--- config.mk ---
export PLATFORM = sky130hd
export DESIGN_NAME = lsu_seq
export DESIGN_NICKNAME = d
export VERILOG_FILES = /design/src/rtl/lsu_seq.sv
export SDC_FILE = /design/constraint.sdc
export NUM_CORES = 1
export LEC_CHECK = 0
export BUFFER_PORTS_ARGS = -buffer_cell sky130_fd_sc_hd__buf_2
export CORE_MARGIN = 2
export CORE_UTILIZATION = 54
export DETAILED_ROUTE_END_ITERATION = 6
export PLACE_DENSITY = 0.84
export SYNTH_ARGS = -nofsm -noshare
export SYNTH_HDL_FRONTEND = slang
export SYNTH_SLANG_ARGS = --single-unit
--- constraint.sdc ---
create_clock -name i_clk -period 5.3 [get_ports i_clk]
set_input_delay 1.06 -clock i_clk [delete_from_list [all_inputs] [get_ports i_clk]]
set_output_delay 1.06 -clock i_clk [all_outputs]
set_load 0.05 [all_outputs]
--- src/rtl/lsu_seq.sv ---
// rtl/lsu_seq.sv - load/store sequencer between the memory stage and a ready/valid data memory
// Ports:
//   i_clk, i_rst_n                      clock, asynchronous active-low reset
//   i_valid, i_is_load, i_is_store      pipeline presents a memory op
//   i_funct3, i_addr, i_wdata           op width/signedness, byte address, store data
//   o_stall, o_done                     pipeline hold, one-cycle completion pulse
//   o_rdata, o_misaligned, o_err        extended load data and completion status
//   o_dmem_req/wen/addr/mask/wdata      word-aligned memory request
//   i_dmem_ready, i_dmem_rvalid/rdata   memory accept and read response
module lsu_seq #(
  parameter int WAIT_LIMIT = 16
) (
  input  logic        i_clk,
  input  logic        i_rst_n,
  input  logic        i_valid,
  input  logic        i_is_load,
  input  logic        i_is_store,
  input  logic [2:0]  i_funct3,
  input  logic [31:0] i_addr,
  input  logic [31:0] i_wdata,
  output logic        o_stall,
  output logic        o_done,
  output logic [31:0] o_rdata,
  output logic        o_misaligned,
  output logic        o_err,
  output logic        o_dmem_req,
  output logic        o_dmem_wen,
  output logic [31:0] o_dmem_addr,
  output logic [3:0]  o_dmem_mask,
  output logic [31:0] o_dmem_wdata,
  input  logic        i_dmem_ready,
  input  logic        i_dmem_rvalid,
  input  logic [31:0] i_dmem_rdata
);

  localparam logic [1:0] S_IDLE = 2'd0;
  localparam logic [1:0] S_REQ  = 2'd1;
  localparam logic [1:0] S_WAIT = 2'd2;
  localparam logic [1:0] S_DONE = 2'd3;

  localparam logic [1:0] SZ_B = 2'd0;
  localparam logic [1:0] SZ_H = 2'd1;
  localparam logic [1:0] SZ_W = 2'd2;

  // One extra count of headroom: ready on the last allowed REQ cycle still
  // advances the counter into WAIT.
  localparam int              CW   = $clog2(WAIT_LIMIT + 1);
  localparam logic [CW-1:0]   LAST = CW'(WAIT_LIMIT - 1);

  logic [1:0]    state;
  logic          op_load;
  logic [2:0]    op_funct3;
  logic [31:0]   op_addr;
  logic [31:0]   op_wdata;
  logic [CW-1:0] cnt;
  logic [31:0]   rdata_q;
  logic          misaligned_q;
  logic          err_q;

  // Access width; anything not explicitly listed for the op type is a word.
  function automatic logic [1:0] size_of(input logic [2:0] f3, input logic load);
    if (f3 == 3'b000 || (load && f3 == 3'b100)) return SZ_B;
    if (f3 == 3'b001 || (load && f3 == 3'b101)) return SZ_H;
    return SZ_W;
  endfunction

  logic [1:0] in_size;
  logic       in_aligned;
  logic       accept;

  assign in_size = size_of(i_funct3, i_is_load);

  always_comb begin
    in_aligned = 1'b1;
    case (in_size)
      SZ_H:    in_aligned = ~i_addr[0];
      SZ_W:    in_aligned = (i_addr[1:0] == 2'b00);
      default: in_aligned = 1'b1;
    endcase
  end

  // Reset gates accept so that o_stall is low while reset is held.
  assign accept = i_rst_n && (state == S_IDLE) && i_valid && (i_is_load || i_is_store);

  logic [1:0]  op_size;
  logic [1:0]  off;
  logic [3:0]  mask;
  logic [31:0] wdata_rep;
  logic [31:0] lane_shift;
  logic [7:0]  byte_sel;
  logic [15:0] half_sel;
  logic [31:0] load_ext;

  assign op_size = size_of(op_funct3, op_load);
  assign off     = op_addr[1:0];

  always_comb begin
    mask      = 4'b1111;
    wdata_rep = op_wdata;
    case (op_size)
      SZ_B: begin
        mask      = 4'b0001 << off;
        wdata_rep = {4{op_wdata[7:0]}};
      end
      SZ_H: begin
        mask      = off[1] ? 4'b1100 : 4'b0011;
        wdata_rep = {2{op_wdata[15:0]}};
      end
      default: begin
        mask      = 4'b1111;
        wdata_rep = op_wdata;
      end
    endcase
  end

  assign lane_shift = i_dmem_rdata >> {off, 3'b000};
  assign byte_sel   = lane_shift[7:0];
  assign half_sel   = off[1] ? i_dmem_rdata[31:16] : i_dmem_rdata[15:0];

  // funct3[2] marks the unsigned byte/halfword loads.
  always_comb begin
    load_ext = i_dmem_rdata;
    case (op_size)
      SZ_B:    load_ext = op_funct3[2] ? {24'd0, byte_sel} : {{24{byte_sel[7]}}, byte_sel};
      SZ_H:    load_ext = op_funct3[2] ? {16'd0, half_sel} : {{16{half_sel[15]}}, half_sel};
      default: load_ext = i_dmem_rdata;
    endcase
  end

  always_ff @(posedge i_clk or negedge i_rst_n) begin
    if (!i_rst_n) begin
      state        <= S_IDLE;
      op_load      <= 1'b0;
      op_funct3    <= 3'd0;
      op_addr      <= 32'd0;
      op_wdata     <= 32'd0;
      cnt          <= '0;
      rdata_q      <= 32'd0;
      misaligned_q <= 1'b0;
      err_q        <= 1'b0;
    end else begin
      case (state)
        S_IDLE: begin
          if (accept) begin
            op_load      <= i_is_load;
            op_funct3    <= i_funct3;
            op_addr      <= i_addr;
            op_wdata     <= i_wdata;
            cnt          <= '0;
            rdata_q      <= 32'd0;
            err_q        <= 1'b0;
            misaligned_q <= ~in_aligned;
            state        <= in_aligned ? S_REQ : S_DONE;
          end
        end
        S_REQ: begin
          // A handshake on the limit cycle wins over the timeout.
          if (i_dmem_ready) begin
            state <= op_load ? S_WAIT : S_DONE;
            cnt   <= cnt + 1'b1;
          end else if (cnt >= LAST) begin
            err_q <= 1'b1;
            state <= S_DONE;
          end else begin
            cnt <= cnt + 1'b1;
          end
        end
        S_WAIT: begin
          if (i_dmem_rvalid) begin
            rdata_q <= load_ext;
            state   <= S_DONE;
          end else if (cnt >= LAST) begin
            err_q <= 1'b1;
            state <= S_DONE;
          end else begin
            cnt <= cnt + 1'b1;
          end
        end
        S_DONE:  state <= S_IDLE;
        default: state <= S_IDLE;
      endcase
    end
  end

  assign o_stall      = (state == S_REQ) || (state == S_WAIT) || accept;
  assign o_done       = (state == S_DONE);
  assign o_rdata      = rdata_q;
  assign o_misaligned = misaligned_q;
  assign o_err        = err_q;

  // Request fields are forced to zero outside REQ so an idle bus reads all-zero.
  assign o_dmem_req   = (state == S_REQ);
  assign o_dmem_wen   = o_dmem_req && !op_load;
  assign o_dmem_addr  = o_dmem_req ? {op_addr[31:2], 2'b00} : 32'd0;
  assign o_dmem_mask  = o_dmem_req ? mask : 4'd0;
  assign o_dmem_wdata = o_dmem_wen ? wdata_rep : 32'd0;

endmodule

# After elaboration in Yosys (flattened, before gate mapping)

Cells that the tools add are included.

Register bits: 109
Input port bits: 106
Output and inout bits: 106
Logic and storage cells: 103

Add/subtract/negate cells: 1
Magnitude comparators: 1
Eq/ne operators: 16
Shift operators: 2
Mux-type cells: 45
Bitwise logic cells: 2
Reduce and logical (&&, ||, !) cells: 27

Operator list:

| operator                                             | count |
|---|---|
| two-way mux 32 bit                                   | 6 |
| case mux 32 bit (2 select lines)                     | 3 |
| right shift 32 x 5 -> 8 bit                          | 1 |
| two-way mux 2 bit                                    | 13 |
| two-way mux 5 bit                                    | 4 |
| two-way mux 16 bit                                   | 1 |
| case mux 5 bit (3 select lines)                      | 1 |
| equality test 3 bit (second input constant)          | 4 |
| two-way mux 1 bit                                    | 11 |
| logical AND 1 bit                                    | 8 |
| two-way mux 4 bit                                    | 2 |
| inequality test 2 bit (second input constant)        | 4 |
| case mux 2 bit (4 select lines)                      | 1 |
| case mux 4 bit (2 select lines)                      | 1 |
| logical OR 1 bit                                     | 7 |
| equality test 2 x 1 -> 1 bit (second input constant) | 3 |
| equality test 2 bit (second input constant)          | 3 |
| equality test 3 x 1 -> 1 bit (second input constant) | 2 |
| logical NOT 2 bit                                    | 3 |
| logical NOT 3 bit                                    | 2 |
| AND reduction 3 bit                                  | 2 |
| adder 5 x 1 -> 5 bit (second input constant)         | 1 |
| >= comparator 5 x 4 -> 1 bit (second input constant) | 1 |
| AND reduction 4 bit                                  | 1 |
| 8 further kinds                                      | 9 |

# Logic depth before layout (Yosys ltp)

Word-level depth: 12
Depth in mapped cells: 9

# Least setup slack after synthesis

No wires, ideal clock.

Path kind: register -> output
From: register state[1]
To: output port o_dmem_wdata[27]
Arrival: 2.659 ns
Path slack: 1.581 ns
Cell stages (with the launch flop): 7
Path buffers: 2
Cells stage by stage: dfrtp_1 > inv_1 > ha_1 > nand2b_1 > clkbuf_1 > clkbuf_1 > a211oi_1

Longest elaborated chain between the ends: 3

Ends and longest elaborated chain:

| item                         | line | source |
|---|---|---|
| start: declaration           | 50   | `logic [1:0] state;` |
| start signal: assignment     | 153  | `state <= in_aligned ? S_REQ : S_DONE;` |
| start signal: assignment     | 159  | `state <= op_load ? S_WAIT : S_DONE;` |
| equality test 2 x 1 -> 1 bit | 192  | `assign o_dmem_req = (state == S_REQ);` |
| via o_dmem_req               | 26   | `output logic o_dmem_req,` |
| logical AND 1 bit            | 193  | `assign o_dmem_wen = o_dmem_req && !op_load;` |
| two-way mux 32 bit           | 196  | `assign o_dmem_wdata = o_dmem_wen ? wdata_rep : 32'd0;` |
| end: declaration             | 30   | `output logic [31:0] o_dmem_wdata,` |

The timed path passes the listed nets, and every way through them passes these cells.

# Final worst setup path

From: register op_funct3[2]
To: output port o_dmem_wdata[27]

Longest elaborated chain between the ends: 10
Elaborated cells between the ends (all ways): 18

Ends and longest elaborated chain:

| item                                                                     | line | source |
|---|---|---|
| start: declaration                                                       | 52   | `logic [2:0] op_funct3;` |
| start signal: assignment                                                 | 146  | `op_funct3 <= i_funct3;` |
| equality test 3 bit                                                      | 63   | `if (f3 == 3'b001 \|\| (load && f3 == 3'b101)) return SZ_H;` |
| logical AND 1 bit                                                        | 63   |  |
| logical OR 1 bit                                                         | 63   |  |
| two-way mux 1 bit (2 in a row)                                           | 63   |  |
| two-way mux 2 bit                                                        | 64   | `return SZ_W;` |
| two-way mux 2 bit (*)                                                    | 63   |  |
| equality test 2 x 1 -> 1 bit / logical NOT 2 bit (equally long branches) | 100  | `case (op_size)` |
| case mux 32 bit (2 select lines) (*)                                     | 100  |  |
| two-way mux 32 bit (*)                                                   | 196  |  |

Mark *: on every way between the ends. The rest lies on a longest branch, timed or not. The select of a mux whose other input is x is not followed.

==> key figures <==
Setup path
  • Crit-path cells: and2b_1, nor2_2, nor2_1, a211oi_1, buf_2
  • CP delay by family, top: simple AND/OR/NAND/NOR gates
  • Max incr delay on CP: about 0.90 ns
  • Worst Path Arrival: ~2.7 ns
  • Crit Path Class: flip-flop to output pin
  • Crit-path slowest cell: nor2_2
  • CP startpoint kind: flip-flop
  • Worst Path Max Fanout: 31
  • CP required: about 4.2 ns
  • Crit path capture type: output pin
  • Worst Path Buf+Inv: 1

Logic synthesis
  • Mapped Area: between 5000 and 6000 µm²
  • Synth area leader: dfrtp_1
  • Most frequent cell after synthesis: dfrtp_1
  • Synth top area cells: dfrtp_1 48%, mux2_2 14%, and2_1 4.9%, mux4_2 2.8%, mux2i_1 2.6%
  • Proportion of netlist area held by the largest area contributor: 0.479
  • Sequential share of the synthesized area: 0.479
  • Post-synthesis cell type count: 52
  • Predominant post-synthesis flop cell: dfrtp_1
  • Synth top cells by count: 109 x dfrtp_1, 69 x mux2_2, 45 x and2_1
  • FF+latch count, synth: around 110
  • EDFF count, synth: 0
  • Synth async-reset ratio: 1.00
  • Gate Count Post-Synth: 504
  • Ys Warns: 0
  • Avg Inst Size Synth: about 11 µm²

CTS
  • Clk slew on worst S/H paths: 0.10 ns
  • Hold-fix buffers, CTS: 0
  • CTS tree: done
  • Bufs on Longest Clock Path: 2
  • Post-CTS setup buffers: 0
  • Root Buffer: clkbuf_8
  • Clock latency at the later pin of the worst-skew pair: ~0.35 ns
  • H-tree levels: 3
  • CTS resizes: 0
  • Clock sinks: 109
  • Num CTS Buffers: 9

Route
  • Post-route DRC: 0
  • Detail Route Antenna Nets: 0
  • Vias per cell: roughly 5.8
  • WL final: roughly 15000 µm
  • Pre-antenna DRT Iters: 5
  • Drt wl/cell: approximately 18 µm
  • Via count: slightly below 5000
  • DRT iter0 DRCs: between 400 and 500

STA
  • Fin. Hold Viols: 0
  • Min Tclk post-route: 3.74 ns
  • Max-slew violation count: 0
  • Final Cycle Share: 0.705
  • Highest clock rate: around 270 MHz
  • Slew headroom: 0.221
  • Clk_skew: around 0.0045 ns
  • RSZ-0062 raised after global routing: no
  • Total Negative Setup Slacks: 0 ns
  • Worst-margin pin slew: 1.17 ns
  • Final setup viols: 0

Final layout
  • Fin area: about 7000 µm²
  • Fillcell total: between 800 and 900
  • N_diodes: 0
  • Synthesis-to-layout area growth: 23.3%
  • Share of layout cells above drive strength 1: 0.467
  • Final net count: about 800

Floorplanning
  • Die ar.: approximately 11000 µm²
  • Die extent in y: 107 µm
  • Boundary pin count: roughly 210
  • Rows: 37
  • Core Region: 10300 µm²
  • Die W: about 110 µm
  • Initial core utilization: 0.554

Placement
  • GPL Wtd Cong: between 0.9 and 1
  • HPWL Detailed: 11300 µm
  • Port bufs: 209
  • Post-DP Area: a little under 7000 µm²

Global route
  • GRT Util Overall: 0.269
  • Vias in the first global route: between 4000 and 5000
  • Global-route wire length before repair: roughly 24000 µm
  • Largest net degree at the start of global routing: 75
  • Remaining Overflow, GRT: 0
  • Initial antenna violation count: 0

Outcome
  • Status: finished clean

Power
  • VDD IR max: between 0.3 and 0.4 mV
  • LEAKAGE: 3.61 nW
  • Ratio of total power to cell area: around 700 nW/µm²

Worst hold path
  • Hold crit path type: flip-flop to flip-flop

Run
  • Max-Cap Viols: 0
==> final cells by class <==
cell class	count	area, µm²	area share
sequential	109	2730	0.388
clock inverter	7	114	0.0162
clock buffer	9	124	0.0176
timing repair buffer	213	1080	0.153
inverter	18	67.6	0.00961
tap	136	170	0.0242
multi-input combinational	340	2750	0.391
==> where the power goes <==
group          switching, mW  internal (mW)
registers              0.336           1.20
clock network          0.272          0.312
logic                   1.87          0.896
==> sequential cells by signal, summed over array words and instances, names as in the netlist <==
signal and count:
o_misaligned 1, op_load 1, op_addr 32, op_funct3 3
o_err 1, state 2, cnt 5, o_rdata 32
op_wdata 32
==> per-stage QoR <==
stage | hold slack, ns | cells | power [mW] | worst slack (ns) | util
final | 0.488 | 832 | 4.88 | 1.56 | 0.684
after global routing | 0.521 | 832 | 5.16 | 1.34 | 0.684
after CTS | 0.494 | 832 | 4.89 | 1.58 | 0.684
after detailed placement | 0.470 | 816 | 4.30 | 1.99 | 0.661
after global placement | 0.466 | 816 | 4.21 | 2.01 | 0.661
after floorplan | 0.471 | 505 | 3.65 | 1.58 | -
==> cells in the final DEF (no fill, tap or decap), types with 4 or more instances in the layout <==
| cell | n |
|---|---|
| buf_4 | 5 |
| a211oi_1 | 8 |
| a221o_1 | 6 |
| nand2_1 | 36 |
| mux2_2 | 69 |
| o21ai_0 | 28 |
| clkbuf_8 | 9 |
| nor2_1 | 16 |
| mux2i_1 | 15 |
| a21oi_1 | 24 |
| mux4_2 | 7 |
| dfrtp_1 | 109 |
| nand2b_1 | 4 |
| and2_1 | 45 |
| buf_2 | 208 |
| a21boi_0 | 4 |
| a222oi_1 | 7 |
| o211ai_1 | 4 |
| inv_1 | 18 |
| a22oi_1 | 6 |
| a221o_2 | 10 |
| ha_1 | 7 |
==> cells by family (layout without fill, tap and decap cells) <==
group                    Yosys count  after routing  share of synthesized area
AO/OA/AOI/OAI                    123            123                      0.162
AND/OR/NAND/NOR                  116            116                      0.106
flip-flops                       109            109                      0.479
multiplexers                      92             92                      0.195
buffers and inverters             56            247                     0.0419
adder cells (fa/ha/maj)            7              7                     0.0154
other                              1              2                   0.000658
==> metal layers <==
layer / wire, µm / vias up / global-route usage
met3: 1280 / 31 / 0.0559
li1: - / 2196 / -
met2: 7270 / 258 / 0.442
met1: 6380 / 2344 / 0.355
met4: 385 / 0 / 0.0955
met5: 0 / - / 0
==> worst min-delay path: stages, from the launching register on <==
cell and delay (ns):
dfrtp_1 0.35, nand2_1 0.04, o21ai_0 0.06
==> path summary, 6_finish.rpt <==
path	start	end	cells after the start	slack [ns]
max	op_funct3[2]$_DFFE_PN0P_	o_dmem_wdata[27]	5	1.56
max reg2reg	op_addr[1]$_DFFE_PN0P_	o_rdata[23]$_DFFE_PN0P_	4	2.49
min in group asynchronous	i_rst_n	o_rdata[10]$_DFFE_PN0P_	1	0.65
min reg2reg	o_misaligned$_DFFE_PN0P_	o_misaligned$_DFFE_PN0P_	2	0.49
min	o_misaligned$_DFFE_PN0P_	o_misaligned$_DFFE_PN0P_	2	0.49
max in group asynchronous	i_rst_n	cnt[3]$_DFFE_PN0P_	2	3.36
Power figures use the tool's default switching activity.
